--- config.mk ---
export PLATFORM = sky130hd
export DESIGN_NAME = mult_div_unit
export DESIGN_NICKNAME = d
export VERILOG_FILES = /design/src/rtl/mult_div_unit.sv
export SDC_FILE = /design/constraint.sdc
export NUM_CORES = 1
export LEC_CHECK = 0
export CORE_MARGIN = 2
export CORE_UTILIZATION = 35
export CTS_BUF_LIST = sky130_fd_sc_hd__clkbuf_16
export CTS_CLUSTER_SIZE = 25
export DETAILED_ROUTE_END_ITERATION = 8
export PLACE_DENSITY = 0.55
export SETUP_SLACK_MARGIN = 0.5
export SKIP_CTS_REPAIR_TIMING = 1
export SLEW_MARGIN = 0
export SYNTH_ARGS = -nofsm -noshare
export SYNTH_HDL_FRONTEND = slang
export SYNTH_SLANG_ARGS = --single-unit
--- constraint.sdc ---
create_clock -name clk -period 5.23 [get_ports clk]
set_input_delay 0.523 -clock clk [delete_from_list [all_inputs] [get_ports clk]]
set_output_delay 0.523 -clock clk [all_outputs]
set_load 0.1 [all_outputs]
--- src/rtl/mult_div_unit.sv ---
// Multi-cycle signed multiply (radix-2 Booth) / divide (restoring on magnitudes)
// unit producing a HI/LO result pair; one iteration per cycle.
module mult_div_unit #(
    parameter int WIDTH = 32
) (
    input  logic             clk,
    input  logic             reset,
    input  logic             multOp,
    input  logic             divOp,
    input  logic [WIDTH-1:0] a,
    input  logic [WIDTH-1:0] b,
    output logic             busy,
    output logic             done,
    output logic             divZero,
    output logic [WIDTH-1:0] hi,
    output logic [WIDTH-1:0] lo
);
    localparam int CW = $clog2(WIDTH + 1);

    typedef enum logic [1:0] {S_IDLE, S_MULT, S_DIV, S_FINISH} state_t;

    state_t           r_state, w_next;
    logic [CW-1:0]    r_cnt;
    logic [WIDTH:0]   r_acc;     // Booth accumulator, or partial remainder in low WIDTH bits
    logic [WIDTH-1:0] r_q;       // multiplier / quotient shift register
    logic [WIDTH-1:0] r_m;       // multiplicand / divisor magnitude
    logic             r_qm1;
    logic             r_sa;
    logic             r_sq;
    logic             r_dz;
    logic             r_divZero;
    logic [WIDTH-1:0] r_hi, r_lo;

    logic             w_last;
    logic [WIDTH-1:0] w_abs_a, w_abs_b;
    logic [WIDTH:0]   w_bsum;
    logic [WIDTH:0]   w_rs, w_diff;
    logic [WIDTH-1:0] w_quot, w_rem;

    assign w_last  = (r_cnt == CW'(WIDTH));
    assign w_abs_a = a[WIDTH-1] ? (~a + 1'b1) : a;
    assign w_abs_b = b[WIDTH-1] ? (~b + 1'b1) : b;

    always_comb begin
        w_bsum = r_acc;
        case ({r_q[0], r_qm1})
            2'b01:   w_bsum = r_acc + {r_m[WIDTH-1], r_m};
            2'b10:   w_bsum = r_acc - {r_m[WIDTH-1], r_m};
            default: w_bsum = r_acc;
        endcase
    end

    assign w_rs   = {r_acc[WIDTH-1:0], r_q[WIDTH-1]};
    assign w_diff = w_rs - {1'b0, r_m};
    // Quotient truncates toward zero; remainder follows the dividend's sign.
    assign w_quot = r_sq ? (~r_q + 1'b1) : r_q;
    assign w_rem  = r_sa ? (~r_acc[WIDTH-1:0] + 1'b1) : r_acc[WIDTH-1:0];

    always_ff @(posedge clk) begin
        if (reset) r_state <= S_IDLE;
        else       r_state <= w_next;
    end

    always_comb begin
        w_next = r_state;
        busy   = 1'b0;
        done   = 1'b0;
        case (r_state)
            S_IDLE: begin
                if (multOp)     w_next = S_MULT;
                else if (divOp) w_next = S_DIV;
            end
            S_MULT: begin
                busy = 1'b1;
                if (w_last) w_next = S_FINISH;
            end
            S_DIV: begin
                busy = 1'b1;
                if (r_dz ? (r_cnt == CW'(1)) : w_last) w_next = S_FINISH;
            end
            default: begin
                done   = 1'b1;
                w_next = S_IDLE;
            end
        endcase
    end

    always_ff @(posedge clk) begin
        if (reset) begin
            r_cnt     <= '0;
            r_acc     <= '0;
            r_q       <= '0;
            r_m       <= '0;
            r_qm1     <= 1'b0;
            r_sa      <= 1'b0;
            r_sq      <= 1'b0;
            r_dz      <= 1'b0;
            r_divZero <= 1'b0;
            r_hi      <= '0;
            r_lo      <= '0;
        end else begin
            case (r_state)
                S_IDLE: begin
                    if (multOp || divOp) begin
                        r_cnt     <= '0;
                        r_acc     <= '0;
                        r_qm1     <= 1'b0;
                        r_divZero <= 1'b0;
                        if (multOp) begin
                            r_m  <= a;
                            r_q  <= b;
                            r_dz <= 1'b0;
                        end else begin
                            r_m  <= w_abs_b;
                            r_q  <= w_abs_a;
                            r_sa <= a[WIDTH-1];
                            r_sq <= a[WIDTH-1] ^ b[WIDTH-1];
                            r_dz <= (b == '0);
                        end
                    end
                end
                S_MULT: begin
                    if (w_last) begin
                        r_hi <= r_acc[WIDTH-1:0];
                        r_lo <= r_q;
                    end else begin
                        r_acc <= {w_bsum[WIDTH], w_bsum[WIDTH:1]};
                        r_q   <= {w_bsum[0], r_q[WIDTH-1:1]};
                        r_qm1 <= r_q[0];
                        r_cnt <= r_cnt + 1'b1;
                    end
                end
                S_DIV: begin
                    if (r_dz) begin
                        // Divide by zero: one wait cycle, HI/LO untouched.
                        if (r_cnt == CW'(1)) r_divZero <= 1'b1;
                        else                 r_cnt     <= r_cnt + 1'b1;
                    end else if (w_last) begin
                        r_hi <= w_rem;
                        r_lo <= w_quot;
                    end else begin
                        r_acc <= w_diff[WIDTH] ? {1'b0, w_rs[WIDTH-1:0]} : {1'b0, w_diff[WIDTH-1:0]};
                        r_q   <= {r_q[WIDTH-2:0], ~w_diff[WIDTH]};
                        r_cnt <= r_cnt + 1'b1;
                    end
                end
                default: ;
            endcase
        end
    end

    assign divZero = r_divZero;
    assign hi      = r_hi;
    assign lo      = r_lo;
endmodule

Word-level counts from Yosys, hierarchy flattened
Cells that the tools add are included.

word-level totals
  register bits = 174
  input port bits = 68
  output and inout bits = 67
  logic and storage cells = 107

cells by class
  $add $sub $neg = 8
  equal/unequal tests = 17
  muxes and demuxes = 46
  bitwise operators = 7
  reductions and logical operators = 17

operator list
  cell                                            number
  2-to-1 mux 32 bit                               17
  2-to-1 mux 33 bit                               4
  adder 32 x 1 -> 32 bit (second input constant)  4
  inverter 32 bit                                 4
  one-hot mux 32 bit (2 select lines)             2
  one-hot mux 33 bit (3 select lines)             1
  one-hot mux 32 bit (3 select lines)             1
  one-hot mux 33 bit (2 select lines)             1
  adder 33 bit                                    1
  subtractor 33 x 32 -> 33 bit                    1
  subtractor 33 bit                               1
  logical NOT 32 bit                              1
  2-to-1 mux 6 bit                                4
  != test 2 bit (second input constant)           9
  one-hot mux 6 bit (3 select lines)              1
  AND reduction 3 bit                             4
  2-to-1 mux 1 bit                                8
  2-to-1 mux 2 bit                                4
  AND reduction 4 bit                             2
  adder 6 x 1 -> 6 bit (second input constant)    1
  == test 6 x 1 -> 1 bit (second input constant)  1
  == test 6 bit (second input constant)           1
  != test 3 bit (second input constant)           2
  one-hot mux 2 bit (3 select lines)              1
  13 further kinds                                19

Depth between registers and ports, before layout
  depth after elaboration = 6
  mapped depth = 20
  mapped depth without buffers = 20

Worst setup path after synthesis
No wires, ideal clock.

  path kind = reg-to-reg
  from = register r_m[11]
  to = register r_acc[31]
  library setup time = 0.132 ns
  arrival time = 3.799 ns
  required time = 5.098 ns
  setup slack = 1.299 ns
  stages on the path, launching flop included = 18
  buffers on the path = 0
  clock period less this slack = 3.931 ns
  cell sequence = dfxtp_1 or4_1 or3_1 nor2_1 and2_1 and3_1 a21oi_1 xnor2_1 ha_1 nand2_1 nand2_1 a21o_1 a21o_1 or3_1 o311a_1 xnor2_1 a221oi_1 a21oi_1

on the way
  cells in the longest elaborated chain, start to end = 5
  elaborated cells on any way between the ends = 9
  classes of those cells = add/sub (3); mux (6)

RTL lines
  element                                line  source
  start, declared                        26    logic [WIDTH-1:0] r_m;
  start signal, assigned                 114   r_m <= w_abs_b;
  subtractor 33 x 32 -> 33 bit           54    assign w_diff = w_rs - {1'b0, r_m};
  2-to-1 mux 32 bit                      142   r_acc <= w_diff[WIDTH] ? {1'b0, w_rs[WIDTH-1:0]} : {1'b0, w_diff[WIDTH-1:0]};
  2-to-1 mux 33 bit                      138   end else if (w_last) begin
  2-to-1 mux 33 bit                      134   if (r_dz) begin
  one-hot mux 33 bit (3 select lines) *  102   case (r_state)
  end signal, assigned                   127   r_acc <= {w_bsum[WIDTH], w_bsum[WIDTH:1]};
  end signal, assigned                   142
  end, declared                          24    logic [WIDTH:0] r_acc;

Mark *: on every way between the ends. The rest lies on a longest branch, timed or not. The select of a mux whose other input is x is not followed.
A chain may end at the register's enable or synchronous reset.

Worst setup path in the final report
Ends and elaborated chain as after synthesis.

==> summary.txt <==
Clock tree
  • Sink Count: 174
  • Worst skew pair latency: 0.44 ns
  • TritonCTS Buffers: 17
  • CTS Root Buffer Type: clkbuf_16
  • Worst-case clock buffer depth: 2
  • Clock transition at the registers of the reported paths: 0.07 ns
  • # H-tree levels: 4
  • CTS tree: built

Layout
  • Share of post-route cells with drive strength above 1: 4.06%
  • Ant. Diodes: 0
  • Fin util: 40.9%
  • Synth-to-layout area growth: 16.0%
  • Non-filler cells, final: 2501
  • Final instance area: 0.0166 mm2
  • Final nets: 2103

Critical path
  • CP Max Fanout: 7
  • Worst Path Required: 5.53 ns
  • Crit-path cells: or4_1 -> or3_1 -> nor2_1 -> and2_1 -> and3_1 -> a21oi_1 -> xnor2_1 -> ha_1 -> nand2_1 -> nand2_1 -> a21o_1 -> a21o_1 -> or3_1 -> o311a_1 -> xnor2_1 -> a221oi_1 -> a21oi_1
  • Critical Path Start Type: register
  • Worst reg2reg setup slack: 0.82 ns
  • Slowest CP cell: or4_1
  • Crit path buf inv count: 0
  • Worst path top cell family by delay: simple AND/OR/NAND/NOR gates
  • Worst Path Arrival: 4.70 ns
  • CP peak stage delay: 0.58 ns
  • Crit. End Element: register
  • Critical path class: register to register
  • Reg2reg end: r_acc[31]
  • Reg2reg path depth: 17
  • Reg2reg start: r_m[11]

Timing
  • Slew headroom: 30.6%
  • Setup-failing EPs final: 0
  • Worst-Margin Slew: 1.04 ns
  • Maximum clock rate: 227 MHz
  • Final Hold Viols: 0
  • Period Utilization, post-route: 84.2%
  • Final setup TNS: 0 ns
  • Final WS setup: 0.825 ns
  • Slew Viols, Final: 0
  • Setup repair after global routing missed its margin: no
  • Clock skew: 0.0150 ns
  • Minimum clock period: 4.41 ns

Synth
  • Synth warn: 0
  • Asr flop ratio synth: 0%
  • Most instantiated cells after synthesis: nand2_1 (191), dfxtp_1 (174), a21oi_1 (162), nor2_1 (156), o21ai_0 (122)
  • Netlist cell types: 76
  • Yosys top cell by area: dfxtp_1
  • Synth top area share: 24.3%
  • Ys flop type: dfxtp_1
  • Post-Syn Instances: 1907
  • Syn_nets: 2054
  • Count leader, synth: nand2_1
  • Synth Area per Inst: 7.51 um2
  • Post-synthesis cell area: 0.0143 mm2
  • Synth area leaders: dfxtp_1 (24%), ha_1 (6.7%), xnor2_1 (6.7%)
  • #FFs+latches synth: 174
  • Number of synthesized flops with an enable pin: 0
  • Share of the yosys chip area belonging to registers: 24.3%

Floorplan
  • Die width: 206 um
  • Core area: 0.0406 mm2
  • Die Y: 206 um
  • Row count: 74
  • Starting Density: 35.3%
  • Die ar.: 0.0425 mm2
  • # IOs: 135

Placed design
  • DP Area: 0.0161 mm2
  • Dpl ws: 0.820 ns
  • DP HPWL: 38200 um
  • Number of port buffers: 134
  • Placer Congestion: 0.934
  • Cells after DPL: 2469

Hold path
  • Class of the worst hold path: register to register
  • Hold_sp: hi[26]
  • WHS Path Cells: 2
  • Hold EP: hi[26]

Global routing
  • Initial antenna violation count: 0
  • Gr usage total: 22.8%
  • Global-route wire length before repair: 76300 um
  • Vias in the first global route: 13376
  • GR Overflow Total: 0
  • Largest net degree at the start of global routing: 106

Outcome
  • Status: completed

Power and ir drop
  • PwrDens: 376 mW/mm2
  • Worst-case vdd ir drop: 0.000217 V
  • LEAKAGE: 6.04 nW

Detailed routing
  • WL/cell: 19.6 um
  • Vias per cell: 5.78
  • Post-DRT Antenna Nets: 0
  • Residual DRC count: 0
  • Routed WL: 49000 um
  • Initial DRC count: 1271
  • Vias: 14459
  • Drt pass-1 iters: 6

Flow run
  • Max-Cap Viols: 0
cell type report:
class	instances	area (um2)
Clock buffer	17	425
Clock inverter	15	97.6
Fill cell	4171	24000
Inverter	73	274
Multi-Input combinational cell	1526	10100
Sequential cell	174	3480
Tap cell	532	666
Timing Repair Buffer	164	1580
metrics by stage:
| step | power [mW] | hold WS [ns] |
|---|---|---|
| after floorplan | 4.13 | 0.459 |
| final | 6.25 | 0.450 |
| after CTS | 6.23 | 0.452 |
| after global placement | 5.02 | 0.441 |
| after detailed placement | 5.05 | 0.443 |
| after global routing | 6.68 | 0.465 |
tightest hold or removal path: cells and delay by family (launching register included):
family / cells / cell delay, ns
flip-flops: 1 / 0.31
AO/OA/AOI/OAI: 1 / 0.05
AND/OR/NAND/NOR: 1 / 0.05
report_power, final:
part | internal, mW | switching [mW] | total [mW] | leakage (nW)
Clock | 0.603 | 0.570 | 1.17 | 0.246
Sequential | 1.50 | 0.327 | 1.83 | 1.42
Combinational | 1.25 | 2.00 | 3.24 | 4.38
cell families after synthesis:
kind of cell / count (synthesis) / synth area share (%)
adders and majority gates: 79 / 7.01
and+or+nand+nor: 552 / 18.1
xor gates and xnor gates: 197 / 12.1
DFF: 174 / 24.3
AOI/OAI and AO/OA: 667 / 30.9
buffers and inverters: 207 / 5.48
muxes: 31 / 2.19
routing by layer:
layer  global-route usage, %  vias up  share of wire (%)
met5                       0        -                  0
li1                        -     7108                  -
met3                    2.13       53                4.8
met1                    32.4     6890                 47
met4                    6.05        0                1.9
met2                    36.9      408                 46
placed cells by master, fill, tap and decap left out, types with 11 or more instances in the layout:
| master | instances |
|---|---|
| or3_1 | 20 |
| a211oi_1 | 48 |
| nor2b_1 | 13 |
| a21oi_1 | 162 |
| xor2_1 | 87 |
| nand2b_1 | 14 |
| a222oi_1 | 24 |
| o21bai_1 | 13 |
| a221oi_1 | 24 |
| o21ai_1 | 14 |
| inv_1 | 73 |
| a22oi_1 | 28 |
| clkdlybuf4s50_1 | 133 |
| nand2_1 | 191 |
| mux2i_1 | 29 |
| nand3_1 | 27 |
| and3_1 | 22 |
| o41ai_1 | 11 |
| o31ai_1 | 25 |
| o211ai_1 | 34 |
| buf_4 | 30 |
| nor3_1 | 34 |
| o21ai_0 | 122 |
| dfxtp_1 | 174 |
| xnor2_1 | 110 |
| a31oi_1 | 25 |
| o22ai_1 | 18 |
| ha_1 | 77 |
| a21o_1 | 46 |
| or4_1 | 12 |
| nor4_1 | 16 |
| nor2_1 | 154 |
| clkbuf_16 | 17 |
how the worst max path moves through the flow:
stage             from        end  slack, ns  depth (start not counted)
2_1_floorplan  r_m[11]  r_acc[31]       1.30                         17
3_3_place_gp    r_m[4]  r_acc[31]       0.87                         18
3_5_place_dp    r_m[4]  r_acc[31]       0.82                         18
4_1_cts         r_m[4]  r_acc[31]       0.78                         18
5_1_grt        r_m[11]  r_acc[31]       0.58                         17
6_report       r_m[11]  r_acc[31]       0.82                         17
sequential cells by signal, indices dropped and copies added (netlist names):
signal,cells
divZero,1
hi,32
lo,32
r_acc,33
r_cnt,6
r_dz,1
r_m,32
r_q,32
r_qm1,1
r_sa,1
r_sq,1
r_state,2
(Power assumes the default switching activity.)
